===== src/rtl/mem_arbiter_pkg.sv =====
// Shared types and constants for the byte-serial RAM arbiter.
package mem_arbiter_pkg;

    // Arbiter states: idle, instruction read, data read, data write.
    typedef enum logic [1:0] {
        IDLE   = 2'd0,
        RD_IF  = 2'd1,
        RD_MEM = 2'd2,
        WR_MEM = 2'd3
    } state_t;

    // Length codes are "byte count minus one".
    localparam logic [1:0] LenByte = 2'b00;
    localparam logic [1:0] LenHalf = 2'b01;
    localparam logic [1:0] LenWord = 2'b11;

    // Width of the RAM data bus.
    localparam int BYTE_W = 8;

    // Code 2 is illegal and is widened to a full word.
    function automatic logic [1:0] norm_len(input logic [1:0] len);
        return (len == 2'b10) ? LenWord : len;
    endfunction

endpackage


===== src/rtl/mem_arbiter_if.sv =====
// Requester and RAM-side signal bundle for the memory arbiter.
interface mem_arbiter_if #(
    parameter int ADDR_W = 32
);
    import mem_arbiter_pkg::*;

    // Instruction fetch port
    logic              if_req_i;
    logic [ADDR_W-1:0] if_addr_i;
    logic              if_flush_i;
    logic              if_done_o;
    logic [31:0]       if_inst_o;

    // Load/store port
    logic              mem_req_i;
    logic              mem_we_i;
    logic [1:0]        mem_len_i;
    logic [ADDR_W-1:0] mem_addr_i;
    logic [31:0]       mem_wdata_i;
    logic              mem_done_o;
    logic [31:0]       mem_rdata_o;

    // Status
    logic              busy_o;

    // Byte-wide RAM port
    logic [BYTE_W-1:0] ram_dout_i;
    logic [BYTE_W-1:0] ram_din_o;
    logic [ADDR_W-1:0] ram_a_o;
    logic              ram_wr_o;

    // Arbiter side
    modport slave (
        input  if_req_i, if_addr_i, if_flush_i,
        output if_done_o, if_inst_o,
        input  mem_req_i, mem_we_i, mem_len_i, mem_addr_i, mem_wdata_i,
        output mem_done_o, mem_rdata_o,
        output busy_o,
        input  ram_dout_i,
        output ram_din_o, ram_a_o, ram_wr_o
    );

    // Requester / RAM model side
    modport master (
        output if_req_i, if_addr_i, if_flush_i,
        input  if_done_o, if_inst_o,
        output mem_req_i, mem_we_i, mem_len_i, mem_addr_i, mem_wdata_i,
        input  mem_done_o, mem_rdata_o,
        input  busy_o,
        output ram_dout_i,
        input  ram_din_o, ram_a_o, ram_wr_o
    );

endinterface


===== src/rtl/mem_arbiter.sv =====
// Byte-serial arbiter owning the RAM port: serves load/store (priority)
// and instruction fetch, assembling/splitting little-endian words.
module mem_arbiter
    import mem_arbiter_pkg::*;
#(
    parameter int ADDR_W     = 32,
    parameter int RAM_RD_LAT = 1
) (
    input  logic         clk,
    input  logic         rst,
    input  logic         rdy,
    mem_arbiter_if.slave bus
);

    state_t             r_state,     w_state;
    logic [ADDR_W-1:0]  r_addr,      w_addr;
    logic [1:0]         r_len,       w_len;
    logic [1:0]         r_cnt,       w_cnt;
    logic [31:0]        r_wdata,     w_wdata;
    logic [31:0]        r_data,      w_data;
    logic [31:0]        r_if_inst,   w_if_inst;
    logic [31:0]        r_mem_rdata, w_mem_rdata;
    logic               r_if_done,   w_if_done;
    logic               r_mem_done,  w_mem_done;
    logic [ADDR_W-1:0]  r_ram_a,     w_ram_a;
    logic [BYTE_W-1:0]  r_ram_din,   w_ram_din;
    logic               r_ram_wr,    w_ram_wr;

    logic [31:0]        w_data_cap;
    logic [1:0]         w_cnt_inc;
    logic               w_grant_ok;

    // Current read byte dropped into lane cnt of the assembly word.
    always_comb begin
        w_data_cap = r_data;
        w_data_cap[{r_cnt, 3'b000} +: BYTE_W] = bus.ram_dout_i;
    end

    assign w_cnt_inc = r_cnt + 2'd1;
    // The cycle carrying a done pulse never grants, so a requester still
    // holding req in that cycle is not served twice.
    assign w_grant_ok = !(r_if_done || r_mem_done);

    // Next-state and next-output logic for the arbiter FSM.
    always_comb begin
        w_state     = r_state;
        w_addr      = r_addr;
        w_len       = r_len;
        w_cnt       = r_cnt;
        w_wdata     = r_wdata;
        w_data      = r_data;
        w_if_inst   = r_if_inst;
        w_mem_rdata = r_mem_rdata;
        w_if_done   = 1'b0;
        w_mem_done  = 1'b0;
        w_ram_a     = r_ram_a;
        w_ram_din   = r_ram_din;
        w_ram_wr    = 1'b0;

        case (r_state)
            IDLE: begin
                if (w_grant_ok && bus.mem_req_i) begin
                    w_addr  = bus.mem_addr_i;
                    w_len   = norm_len(bus.mem_len_i);
                    w_wdata = bus.mem_wdata_i;
                    w_cnt   = 2'd0;
                    w_data  = '0;
                    w_ram_a = bus.mem_addr_i;
                    if (bus.mem_we_i) begin
                        w_ram_din = bus.mem_wdata_i[BYTE_W-1:0];
                        w_ram_wr  = 1'b1;
                        w_state   = WR_MEM;
                    end else begin
                        w_state   = RD_MEM;
                    end
                end else if (w_grant_ok && bus.if_req_i && !bus.if_flush_i) begin
                    w_addr  = bus.if_addr_i;
                    w_len   = LenWord;
                    w_cnt   = 2'd0;
                    w_data  = '0;
                    w_ram_a = bus.if_addr_i;
                    w_state = RD_IF;
                end
            end

            RD_IF, RD_MEM: begin
                if (r_state == RD_IF && bus.if_flush_i) begin
                    w_state = IDLE;
                end else begin
                    w_data = w_data_cap;
                    if (r_cnt == r_len) begin
                        w_state = IDLE;
                        if (r_state == RD_IF) begin
                            w_if_inst = w_data_cap;
                            w_if_done = 1'b1;
                        end else begin
                            w_mem_rdata = w_data_cap;
                            w_mem_done  = 1'b1;
                        end
                    end else begin
                        w_cnt   = w_cnt_inc;
                        // Address runs one read latency ahead of capture.
                        w_ram_a = r_addr + ADDR_W'(r_cnt) + ADDR_W'(RAM_RD_LAT);
                    end
                end
            end

            WR_MEM: begin
                if (r_cnt == r_len) begin
                    w_mem_done = 1'b1;
                    w_state    = IDLE;
                end else begin
                    w_cnt     = w_cnt_inc;
                    w_ram_a   = r_addr + ADDR_W'(w_cnt_inc);
                    w_ram_din = r_wdata[{w_cnt_inc, 3'b000} +: BYTE_W];
                    w_ram_wr  = 1'b1;
                end
            end

            default: w_state = IDLE;
        endcase
    end

    // State and registered outputs; rdy low freezes everything.
    always_ff @(posedge clk or negedge rst) begin
        if (!rst) begin
            r_state     <= IDLE;
            r_addr      <= '0;
            r_len       <= 2'd0;
            r_cnt       <= 2'd0;
            r_wdata     <= '0;
            r_data      <= '0;
            r_if_inst   <= '0;
            r_mem_rdata <= '0;
            r_if_done   <= 1'b0;
            r_mem_done  <= 1'b0;
            r_ram_a     <= '0;
            r_ram_din   <= '0;
            r_ram_wr    <= 1'b0;
        end else if (rdy) begin
            r_state     <= w_state;
            r_addr      <= w_addr;
            r_len       <= w_len;
            r_cnt       <= w_cnt;
            r_wdata     <= w_wdata;
            r_data      <= w_data;
            r_if_inst   <= w_if_inst;
            r_mem_rdata <= w_mem_rdata;
            r_if_done   <= w_if_done;
            r_mem_done  <= w_mem_done;
            r_ram_a     <= w_ram_a;
            r_ram_din   <= w_ram_din;
            r_ram_wr    <= w_ram_wr;
        end
    end

    assign bus.if_done_o   = r_if_done;
    assign bus.if_inst_o   = r_if_inst;
    assign bus.mem_done_o  = r_mem_done;
    assign bus.mem_rdata_o = r_mem_rdata;
    assign bus.busy_o      = (r_state != IDLE);
    assign bus.ram_a_o     = r_ram_a;
    assign bus.ram_din_o   = r_ram_din;
    // A frozen write cycle must not repeat the write into the RAM.
    assign bus.ram_wr_o    = r_ram_wr & rdy;

endmodule


===== src/flat_wrapper.sv =====
// flat-port wrapper written by rule: the top's interface ports become plain ports
module mem_arbiter_flat import mem_arbiter_pkg::*;
#(
    parameter int ADDR_W     = 32,
    parameter int RAM_RD_LAT = 1
)
  (clk, rst, rdy, bus_if_req_i, bus_if_addr_i, bus_if_flush_i, bus_if_done_o, bus_if_inst_o, bus_mem_req_i, bus_mem_we_i, bus_mem_len_i, bus_mem_addr_i, bus_mem_wdata_i, bus_mem_done_o, bus_mem_rdata_o, bus_busy_o, bus_ram_dout_i, bus_ram_din_o, bus_ram_a_o, bus_ram_wr_o);
  mem_arbiter_if #(.ADDR_W(ADDR_W)) bus_i ();
  input  logic clk;
  input  logic rst;
  input  logic rdy;
  input wire logic [$bits(bus_i.if_req_i)-1:0] bus_if_req_i;
  input wire logic [$bits(bus_i.if_addr_i)-1:0] bus_if_addr_i;
  input wire logic [$bits(bus_i.if_flush_i)-1:0] bus_if_flush_i;
  output wire logic [$bits(bus_i.if_done_o)-1:0] bus_if_done_o;
  output wire logic [$bits(bus_i.if_inst_o)-1:0] bus_if_inst_o;
  input wire logic [$bits(bus_i.mem_req_i)-1:0] bus_mem_req_i;
  input wire logic [$bits(bus_i.mem_we_i)-1:0] bus_mem_we_i;
  input wire logic [$bits(bus_i.mem_len_i)-1:0] bus_mem_len_i;
  input wire logic [$bits(bus_i.mem_addr_i)-1:0] bus_mem_addr_i;
  input wire logic [$bits(bus_i.mem_wdata_i)-1:0] bus_mem_wdata_i;
  output wire logic [$bits(bus_i.mem_done_o)-1:0] bus_mem_done_o;
  output wire logic [$bits(bus_i.mem_rdata_o)-1:0] bus_mem_rdata_o;
  output wire logic [$bits(bus_i.busy_o)-1:0] bus_busy_o;
  input wire logic [$bits(bus_i.ram_dout_i)-1:0] bus_ram_dout_i;
  output wire logic [$bits(bus_i.ram_din_o)-1:0] bus_ram_din_o;
  output wire logic [$bits(bus_i.ram_a_o)-1:0] bus_ram_a_o;
  output wire logic [$bits(bus_i.ram_wr_o)-1:0] bus_ram_wr_o;
  assign bus_i.if_req_i = bus_if_req_i;
  assign bus_i.if_addr_i = bus_if_addr_i;
  assign bus_i.if_flush_i = bus_if_flush_i;
  assign bus_if_done_o = bus_i.if_done_o;
  assign bus_if_inst_o = bus_i.if_inst_o;
  assign bus_i.mem_req_i = bus_mem_req_i;
  assign bus_i.mem_we_i = bus_mem_we_i;
  assign bus_i.mem_len_i = bus_mem_len_i;
  assign bus_i.mem_addr_i = bus_mem_addr_i;
  assign bus_i.mem_wdata_i = bus_mem_wdata_i;
  assign bus_mem_done_o = bus_i.mem_done_o;
  assign bus_mem_rdata_o = bus_i.mem_rdata_o;
  assign bus_busy_o = bus_i.busy_o;
  assign bus_i.ram_dout_i = bus_ram_dout_i;
  assign bus_ram_din_o = bus_i.ram_din_o;
  assign bus_ram_a_o = bus_i.ram_a_o;
  assign bus_ram_wr_o = bus_i.ram_wr_o;
  mem_arbiter #(.ADDR_W(ADDR_W), .RAM_RD_LAT(RAM_RD_LAT)) u_core (.clk(clk), .rst(rst), .rdy(rdy), .bus(bus_i));
endmodule

===== config.mk =====
export PLATFORM = sky130hd
export DESIGN_NAME = mem_arbiter_flat
export DESIGN_NICKNAME = d
export VERILOG_FILES = /design/src/rtl/mem_arbiter_pkg.sv /design/src/rtl/mem_arbiter_if.sv /design/src/rtl/mem_arbiter.sv /design/src/flat_wrapper.sv
export SDC_FILE = /design/constraint.sdc
export NUM_CORES = 1
export LEC_CHECK = 0
export BUFFER_PORTS_ARGS = -buffer_cell sky130_fd_sc_hd__buf_4
export CAP_MARGIN = 20
export CORE_MARGIN = 4
export CORE_UTILIZATION = 56
export CTS_CLUSTER_DIAMETER = 80
export CTS_CLUSTER_SIZE = 25
export DETAILED_ROUTE_END_ITERATION = 6
export GPL_TIMING_DRIVEN = 0
export PLACE_DENSITY = 0.89
export SYNTH_ARGS = -nofsm -noshare
export SYNTH_HDL_FRONTEND = slang
export SYNTH_SLANG_ARGS = --single-unit

===== constraint.sdc =====
create_clock -name clk -period 3.9 [get_ports clk]
set_input_delay 0.78 -clock clk [delete_from_list [all_inputs] [get_ports clk]]
set_output_delay 0.78 -clock clk [all_outputs]
set_load 0.01 [all_outputs]

Yosys cells after proc, flatten, opt, wreduce, memory -nomap -nowiden:

Index checks and enable logic that the tools add are counted.

* add/subtract/negate cells: 5
* $mul: 0
* div/mod/pow operators: 0
* eq/ne operators: 11
* shift-type cells: 3
* bitwise gates (word level): 3
* reduce and logical (&&, ||, !) cells: 22
* mux-type cells: 42
* magnitude comparators: 0

Operators by type and width (count)
* $mux 32: 8
* $pmux 32 s3: 1
* $add 32x2->32: 2
* $pmux 32 s2: 1
* $add 32x1->32 const B: 1
* $bwmux 32: 1
* $shift 8x7->32 const A: 1
* $shiftx 32x6->8: 1
* $shiftx 8x7->32: 1
* $mux 8: 3
* $mux 2: 11
* $reduce_and 5->1: 4
* $pmux 8 s2: 1
* $mux 1: 12
* $pmux 2 s3: 2
* $reduce_and 3->1: 3
* $ne 2x2->1 const B: 4
* $reduce_bool 2->1: 4
* $neg 5->7: 1
* $eq 2x2->1 const B: 3
* $logic_and 1x1->1: 4
* $pmux 1 s2: 2
* $reduce_and 4->1: 1
* $ne 3x1->1 const B: 1
* 11 further kinds: 13

* RAM bits: 0
* memories: 0
* bits of input ports: 113
* memory bits (read-only): 0
* flip-flop bits (word level): 209
* output and inout bits: 108
* latch bits: 0
* word-level logic and storage cells: 99

Longest topological paths before layout:

Gate-level depths: netlist of the first run.

* depth in word-level cells: 7
* gate-level depth with buffers: 13
* gate-level depth less buffers: 9

Worst setup path after synthesis of the first run:

OpenSTA, ideal clock, no wires.

* kind: reg-to-reg
* start: register u_core.r_cnt[0]
* end: register u_core.r_ram_a[14], in the netlist u_core.bus.ram_a_o[14]
* data arrival time: 3189 ps
* cell stages (with the launch flop): 13
* path slack: 590 ps
* clock period less this slack: 3310 ps
* data required time: 3779 ps
* library setup time: 121 ps
* buffers on the path: 3
* cells stage by stage: dfrtp_1 -> clkbuf_1 -> inv_1 -> ha_1 -> buf_2 -> inv_1 -> fa_1 -> clkbuf_1 -> or4_4 -> o21ai_1 -> nand2_1 -> a221o_1 -> a22o_1

* longest elaborated chain between the ends: 5
* elaborated cells on any way between the ends: 12
* classes of those cells: add/sub: 4; eq/ne: 3; mux: 4; reduce/logical: 1

RTL lines
* start: declaration: RTL line mem_arbiter.sv:18 `logic [1:0] r_cnt, w_cnt;`
* start signal: assignment: RTL line mem_arbiter.sv:144 `r_cnt <= w_cnt;`
* $add 32x2->32: RTL line mem_arbiter.sv:103 `w_ram_a = r_addr + ADDR_W'(r_cnt) + ADDR_W'(RAM_RD_LAT);`
* $add 32x1->32: RTL line mem_arbiter.sv:103
* $mux 32: RTL line mem_arbiter.sv:91 `if (r_cnt == r_len) begin`
* $mux 32: RTL line mem_arbiter.sv:87 `if (r_state == RD_IF && bus.if_flush_i) begin`
* $pmux 32 s3: RTL line mem_arbiter.sv:60 `case (r_state)`
* end signal: assignment: RTL line mem_arbiter.sv:151 `r_ram_a <= w_ram_a;`
* end: declaration: RTL line mem_arbiter.sv:25 `logic [ADDR_W-1:0] r_ram_a, w_ram_a;`

Parallel ways exist; a longest one is shown, timed or not. The select of a mux whose other input is x is not followed.
A chain may end at the register's enable or synchronous reset.

Worst setup path in the final report of the first run:

* start: register u_core.r_state[0]
* end: output bus_busy_o

* longest elaborated chain between the ends: 1

RTL lines
* start: declaration: RTL line mem_arbiter.sv:15 `state_t r_state, w_state;`
* start signal: assignment: RTL line mem_arbiter.sv:141 `r_state <= w_state;`
* $reduce_bool 2->1: RTL line mem_arbiter.sv:161 `assign bus.busy_o = (r_state != IDLE);`
* end: declaration: RTL line flat_wrapper.sv:24 `output wire logic [$bits(bus_i.busy_o)-1:0] bus_busy_o;`

Every way passes these cells.

==> results of run 1 <==
==> critical path: stages, from the launching register on <==
cell      delay, ps
dfrtp_1         410
inv_1            60
ha_1            190
clkbuf_1        240
inv_1           160
clkbuf_1        630
clkbuf_1        600
buf_4           240
==> kinds of logic after synthesis <==
group                      count (synthesis)  synth area share (%)
and+or+nand+nor                          428                  18.2
AOI/OAI and AO/OA                        364                  21.1
DFF                                      209                  47.8
buffers and inverters                    112                  4.16
muxes                                     55                  6.11
adders and majority gates                 14                  1.74
xor gates and xnor gates                  10                 0.801
==> power groups by stage <==
stage          Combinational (mW)  Sequential (mW)  Clock, mW
2_1_floorplan                2.99             3.90          0
5_1_grt                      5.89             3.97       1.49
3_3_place_gp                 5.16             3.82          0
3_5_place_dp                 5.33             3.86          0
6_report                     5.46             3.87       1.40
4_1_cts                      5.36             3.84       1.41
==> through the flow <==
| stage | power (mW) | instance area, um^2 |
|---|---|---|
| after global routing | 11.3 | 13300 |
| after detailed placement | 9.19 | 12900 |
| after floorplan | 6.89 | 10900 |
| after CTS | 10.6 | 13300 |
| final | 10.7 | 13300 |
| after global placement | 8.97 | 12900 |
==> worst min path at each step <==
stage                        from                         end  slack [ps]
2_1_floorplan  u_core.r_wdata[24]          u_core.r_wdata[24]         440
3_3_place_gp    u_core.r_wdata[0]           u_core.r_wdata[0]         450
3_5_place_dp   u_core.r_wdata[16]          u_core.r_wdata[16]         460
4_1_cts                       rst      u_core.bus.ram_a_o[26]         290
5_1_grt                       rst  u_core.bus.mem_rdata_o[30]         320
6_report                      rst      u_core.bus.ram_a_o[26]         270
==> cells in the final DEF, fill, tap and decap left out, types with 19 or more instances in the layout <==
cell,netlist,layout
nor3_1,19,19
nor2_1,85,85
o21bai_1,25,25
buf_2,27,26
clkbuf_1,53,52
o21ai_0,64,64
a22o_1,44,44
dfrtp_1,209,208
nand2_1,220,220
nand3_1,19,19
a21oi_1,129,129
nor2b_1,29,29
inv_1,25,25
buf_4,0,218
mux2i_1,33,33
==> flip-flops by register name, summed over array words and instances, names as in the netlist <==
register,cells
u_core.r_state,2
u_core.r_wdata,32
u_core.bus.ram_a_o,32
u_core.bus.if_done_o,1
u_core.r_addr,32
u_core.bus.ram_din_o,8
u_core.bus.mem_done_o,1
u_core.r_len,2
u_core.r_ram_wr,1
u_core.bus.mem_rdata_o,32
u_core.r_data,32
u_core.r_cnt,2
u_core.bus.if_inst_o,32
==> what timing repair did <==
action / 4_1_cts / 5_1_grt
resized for setup: 1 / 2
hold buffers: 0 / 0
setup endpoints to repair: 9 / 8
==> layer usage <==
metal / up-vias / global-route usage (%) / wire (um)
met5: - / 0 / 0
met4: 0 / 11.6 / 1460
met3: 108 / 6.16 / 3480
met2: 647 / 54.5 / 17400
met1: 5087 / 43.3 / 14100
li1: 4680 / - / -
==> area by class of cell <==
cell class | count | area share, %
plain buffers | 86 | 2.71
clock buffers | 13 | 2.44
clock inverters | 3 | 0.348
inverters | 25 | 0.705
multi-input cells | 871 | 39.5
flip-flops and latches | 209 | 39.3
well taps | 260 | 2.44
repair buffers | 220 | 12.6
==> flow_summary_export.csv, run 1 <==
group,metric,value,unit
clocking,cts_setup_buffers,0,
logic_synthesis,synthCells,1192,
worst_setup_path,critPathLaunchType,"flip-flop",
layout,nFillCells,1494,
global_route,antenna_found_initial,0,
pwr,power.share.clock,13.1,%
global_route,grtUsageTotal,32.8,%
layout,seq_area,0.00523,mm^2
pwr,leakage,6.16,nW
timing,whs,268,ps
layout,drive_gt1_share,21.0,%
routing,dr.pass1.iters,6,
pwr,p_sw,4.77,mW
logic_synthesis,synth_area_leaders,"dfrtp_1 48%, nand2_1 7.6%, a21oi_1 5.9%, a22o_1 3.5%, mux2i_1 3.0%",
place,place_hpwl,27.1,mm
logic_synthesis,avgSynthCellArea,9.17,um^2
layout,final_core_util,70.3,%
routing,drt_iter0_drc,1202,
flow_run,drv_cap,0,
clocking,path_clk_slew,100,ps
worst_setup_path,critPathCapture,"bus_busy_o",
clocking,clock_path_buffers,3,
clocking,cts_tree,"done",
logic_synthesis,ys_types,68,
global_route,grt_pass1_vias,10400,
worst_setup_path,cp.arrival,3000,ps
status,outcome,"completed",
place,gp_congestion,1.01,
layout,finalNonFillerCells,1687,
pwr,peakVddDrop,0.481,mV
die,rows,50,
logic_synthesis,synth_edf_count,0,
timing,fmax,0.265,GHz
logic_synthesis,synth_most_common_cell,"nand2_1",
timing,period_minus_slack,3780,ps
logic_synthesis,ys_seq_area_share,47.8,%
routing,wl,36.5,mm
logic_synthesis,yosysTopAreaCell,"dfrtp_1",
timing,worstMarginPinSlew,925,ps
routing,viasPerCell,6.24,
die,die_x,148,um
pwr,swShare,44.5,%
logic_synthesis,synthesis.area,0.0109,mm^2
routing,ant_nets,0,
pwr,p_comb_share,50.9,%
timing,fin_tns_setup,0,ps
die,io_pins,221,
worst_setup_path,crit_path_start,"u_core.r_state[0]",
logic_synthesis,yosysTopAreaCellShare,47.8,%
layout,layout.nets,1552,
die,die_h,148,um
timing,rsz0062_at_grt,"no",
min_path,hold_path_class,"in2async",
global_route,grt_pass1_wl,56.9,mm
timing,clock_skew,17.4,ps
timing,setup_violations,0,
layout,multi_input_area,0.00526,mm^2
logic_synthesis,synthFlopType,"dfrtp_1",
logic_synthesis,yosysWarnings,0,
place,post-place-cells,1672,
worst_setup_path,critPathKind,"reg2out",
pwr,power.density,806,mW/mm^2
timing,hold_violations,0,
place,preCtsSetupSlack,-225,ps
routing,vias,10500,
timing,slew_headroom,38.1,%
die,initial_core_util,57.7,%
worst_setup_path,cp.required,3120,ps
worst_setup_path,worst-path-max-fanout,10,
clocking,numClockSinks,209,
logic_synthesis,ys_seq_elements,209,
layout,syn2layout_area_growth,21.8,%
global_route,grt_max_degree,128,
logic_synthesis,async_reset_ff_share,100,%
timing,maxSlewViolCount,0,
timing,fin_crit_sh,96.9,%
clocking,insertion_delay,480,ps
worst_setup_path,reg2reg_setup_slack,170,ps
die,dieArea,0.0218,mm^2
die,core-area,0.0190,mm^2
clocking,cts_buffers,12,
routing,wl_per_cell,21.6,um
layout,diodes,0,
worst_setup_path,critPathCaptureType,"primary output",
timing,fin_ws,121,ps
logic_synthesis,synth_common_cells,"220 x nand2_1, 209 x dfrtp_1, 129 x a21oi_1",
pwr,cellInternalPower,5.95,mW
worst_setup_path,reg2reg_from,"u_core.r_cnt[1]",
global_route,grt_overflow,0,
clocking,cts_max_level,1,
clocking,root_buffer,"clkbuf_16",
logic_synthesis,syn_nets,1319,
worst_setup_path,r2r-end,"u_core.bus.ram_a_o[26]",
place,port_buffers,219,
pwr,seqPwrFrac,36.1,%
worst_setup_path,rr_worst_depth,11,
routing,drcViolationCount,0,
Power figures use the tool's default switching activity.
==> run 2, diff against run 1 <==
Settings changed: CORE_UTILIZATION 56 to 45, PLACE_DENSITY 0.89 to unset, PLACE_DENSITY_LB_ADDON set to 0.25.
==> flow_summary_export.csv, run 2 (synthesis results as in run 1) <==
group,metric,value,unit
clocking,cts_buffers,13,
layout,final_core_util,56.9,%
min_path,hold_path_class,"in2async",
global_route,grt_overflow,0,
global_route,grt_max_degree,80,
worst_setup_path,crit_path_start,"u_core.r_cnt[0]",
clocking,cts_setup_buffers,0,
routing,wl_met2,17.6,mm
worst_setup_path,cp.arrival,4100,ps
routing,wl_met3,2.27,mm
place,place_hpwl,26.6,mm
status,outcome,"completed",
timing,period_minus_slack,3730,ps
routing,wl,35.8,mm
routing,viasPerCell,5.77,
worst_setup_path,critPathKind,"reg2reg",
worst_setup_path,worst-path-max-fanout,10,
clocking,insertion_delay,490,ps
clocking,cts_tree,"done",
routing,ant_nets,0,
layout,final_cell_mix,"220 x nand2_1, 219 x buf_4, 207 x dfrtp_1",
timing,fmax,0.268,GHz
global_route,grt_pass1_vias,9706,
layout,finalNonFillerCells,1750,
clocking,numClockSinks,209,
timing,hold_violations,0,
layout,final_common_cell,"nand2_1",
clocking,postCtsResizedCells,4,
worst_setup_path,r2r-end,"u_core.bus.ram_a_o[20]",
clocking,path_clk_slew,100,ps
routing,routed.top_layer,"met4",
timing,rsz0062_at_grt,"no",
die,die_h,164,um
timing,setup_violations,0,
timing,slew_headroom,33.9,%
pwr,p_comb_share,50.2,%
routing,drt_iter0_drc,730,
die,rows,56,
global_route,grtUsageTotal,26.6,%
flow_run,drv_cap,0,
pwr,p_sw,4.73,mW
timing,worstMarginPinSlew,988,ps
layout,syn2layout_area_growth,23.3,%
die,die_x,164,um
place,placed_area,0.0130,mm^2
pwr,swShare,44.0,%
worst_setup_path,cp.required,4270,ps
worst_setup_path,reg2reg_from,"u_core.r_cnt[0]",
pwr,leakage,6.19,nW
global_route,grt_pass1_wl,56.3,mm
pwr,cellInternalPower,6.02,mW
clocking,cts_max_level,1,
layout,drive_gt1_share,21.4,%
worst_setup_path,critPathLaunchType,"flip-flop",
timing,clock_skew,16.0,ps
global_route,antenna_found_initial,0,
clocking,hold_buffers,0,
die,core-area,0.0237,mm^2
die,dieArea,0.0269,mm^2
timing,whs,211,ps
worst_setup_path,critPathCaptureType,"flip-flop",
worst_setup_path,critPathCapture,"u_core.bus.ram_a_o[20]",
timing,fin_crit_sh,95.7,%
place,post-place-cells,1732,
clocking,clock_path_buffers,3,
clocking,root_buffer,"clkbuf_16",
routing,wl_per_cell,20.5,um
layout,layout.nets,1553,
place,gp_congestion,0.989,
pwr,seqPwrFrac,35.6,%
pwr,power.share.clock,14.1,%
worst_setup_path,reg2reg_setup_slack,170,ps
timing,maxSlewViolCount,0,
die,initial_core_util,46.2,%
routing,dr.pass1.iters,6,
layout,diodes,0,
layout,fin_area,0.0135,mm^2
routing,wl_met1,15.1,mm
die,io_pins,221,
routing,vias,10100,
pwr,power.density,797,mW/mm^2
worst_setup_path,rr_worst_depth,10,
place,port_buffers,219,
pwr,peakVddDrop,0.406,mV
routing,drcViolationCount,0,
run 2: cell count changes in the layout (fill, tap and decap cells not counted), sizes merged:
cell	previous run	this run
clkinvlp	1	0
inv	26	28
clkinv	0	1
buf	252	254
run 2: power by group through the flow:
stage	Sequential [mW]	Clock (mW)	Combinational [mW]
after detailed placement	3.85	0	5.31
after floorplan	3.90	0	2.99
after global routing	3.95	1.63	5.90
after global placement	3.82	0	5.23
final	3.83	1.52	5.40
after CTS	3.81	1.55	5.35
run 2: critical path, stage by stage, from the launching register on:
cell	delay, ps
dfrtp_2	470
inv_1	220
ha_2	460
buf_4	230
inv_1	140
fa_1	610
nor4_2	560
a21oi_1	120
or2_0	230
a221o_1	370
a22o_1	180
run 2: layout make-up:
class / count / area, um^2
plain buffers: 85 / 357
clock buffers: 15 / 343
clock inverters: 5 / 78.8
fillers: 2179 / 10200
inverters: 25 / 93.8
multi-input cells: 871 / 5270
flip-flops and latches: 209 / 5230
well taps: 319 / 399
repair buffers: 221 / 1710
run 2: routing by layer:
metal	global-route usage, %	up-vias
li1	-	4689
met1	37.3	4985
met2	44.5	372
met3	2.94	44
met4	6.40	0
met5	0	-
run 2: worst min path at each step:
| stage | start | depth (start not counted) | slack [ps] | end |
|---|---|---|---|---|
| after floorplan | u_core.r_wdata[24] | 2 | 440 | u_core.r_wdata[24] |
| after global placement | u_core.r_wdata[27] | 2 | 450 | u_core.r_wdata[27] |
| after detailed placement | u_core.r_wdata[16] | 2 | 460 | u_core.r_wdata[16] |
| after CTS | rst | 1 | 220 | u_core.bus.mem_rdata_o[3] |
| after global routing | rst | 1 | 230 | u_core.bus.mem_rdata_o[3] |
| final | rst | 1 | 210 | u_core.bus.mem_rdata_o[3] |
run 2: per-stage QoR:
| step | total power, mW | worst slack [ps] | TNS, ps |
|---|---|---|---|
| 6_report | 10.7 | 169 | 0 |
| 2_1_floorplan | 6.89 | 590 | 0 |
| 4_1_cts | 10.7 | 118 | 0 |
| 3_5_place_dp | 9.16 | -451 | -1690 |
| 3_3_place_gp | 9.05 | -480 | -1790 |
| 5_1_grt | 11.5 | 46.9 | 0 |
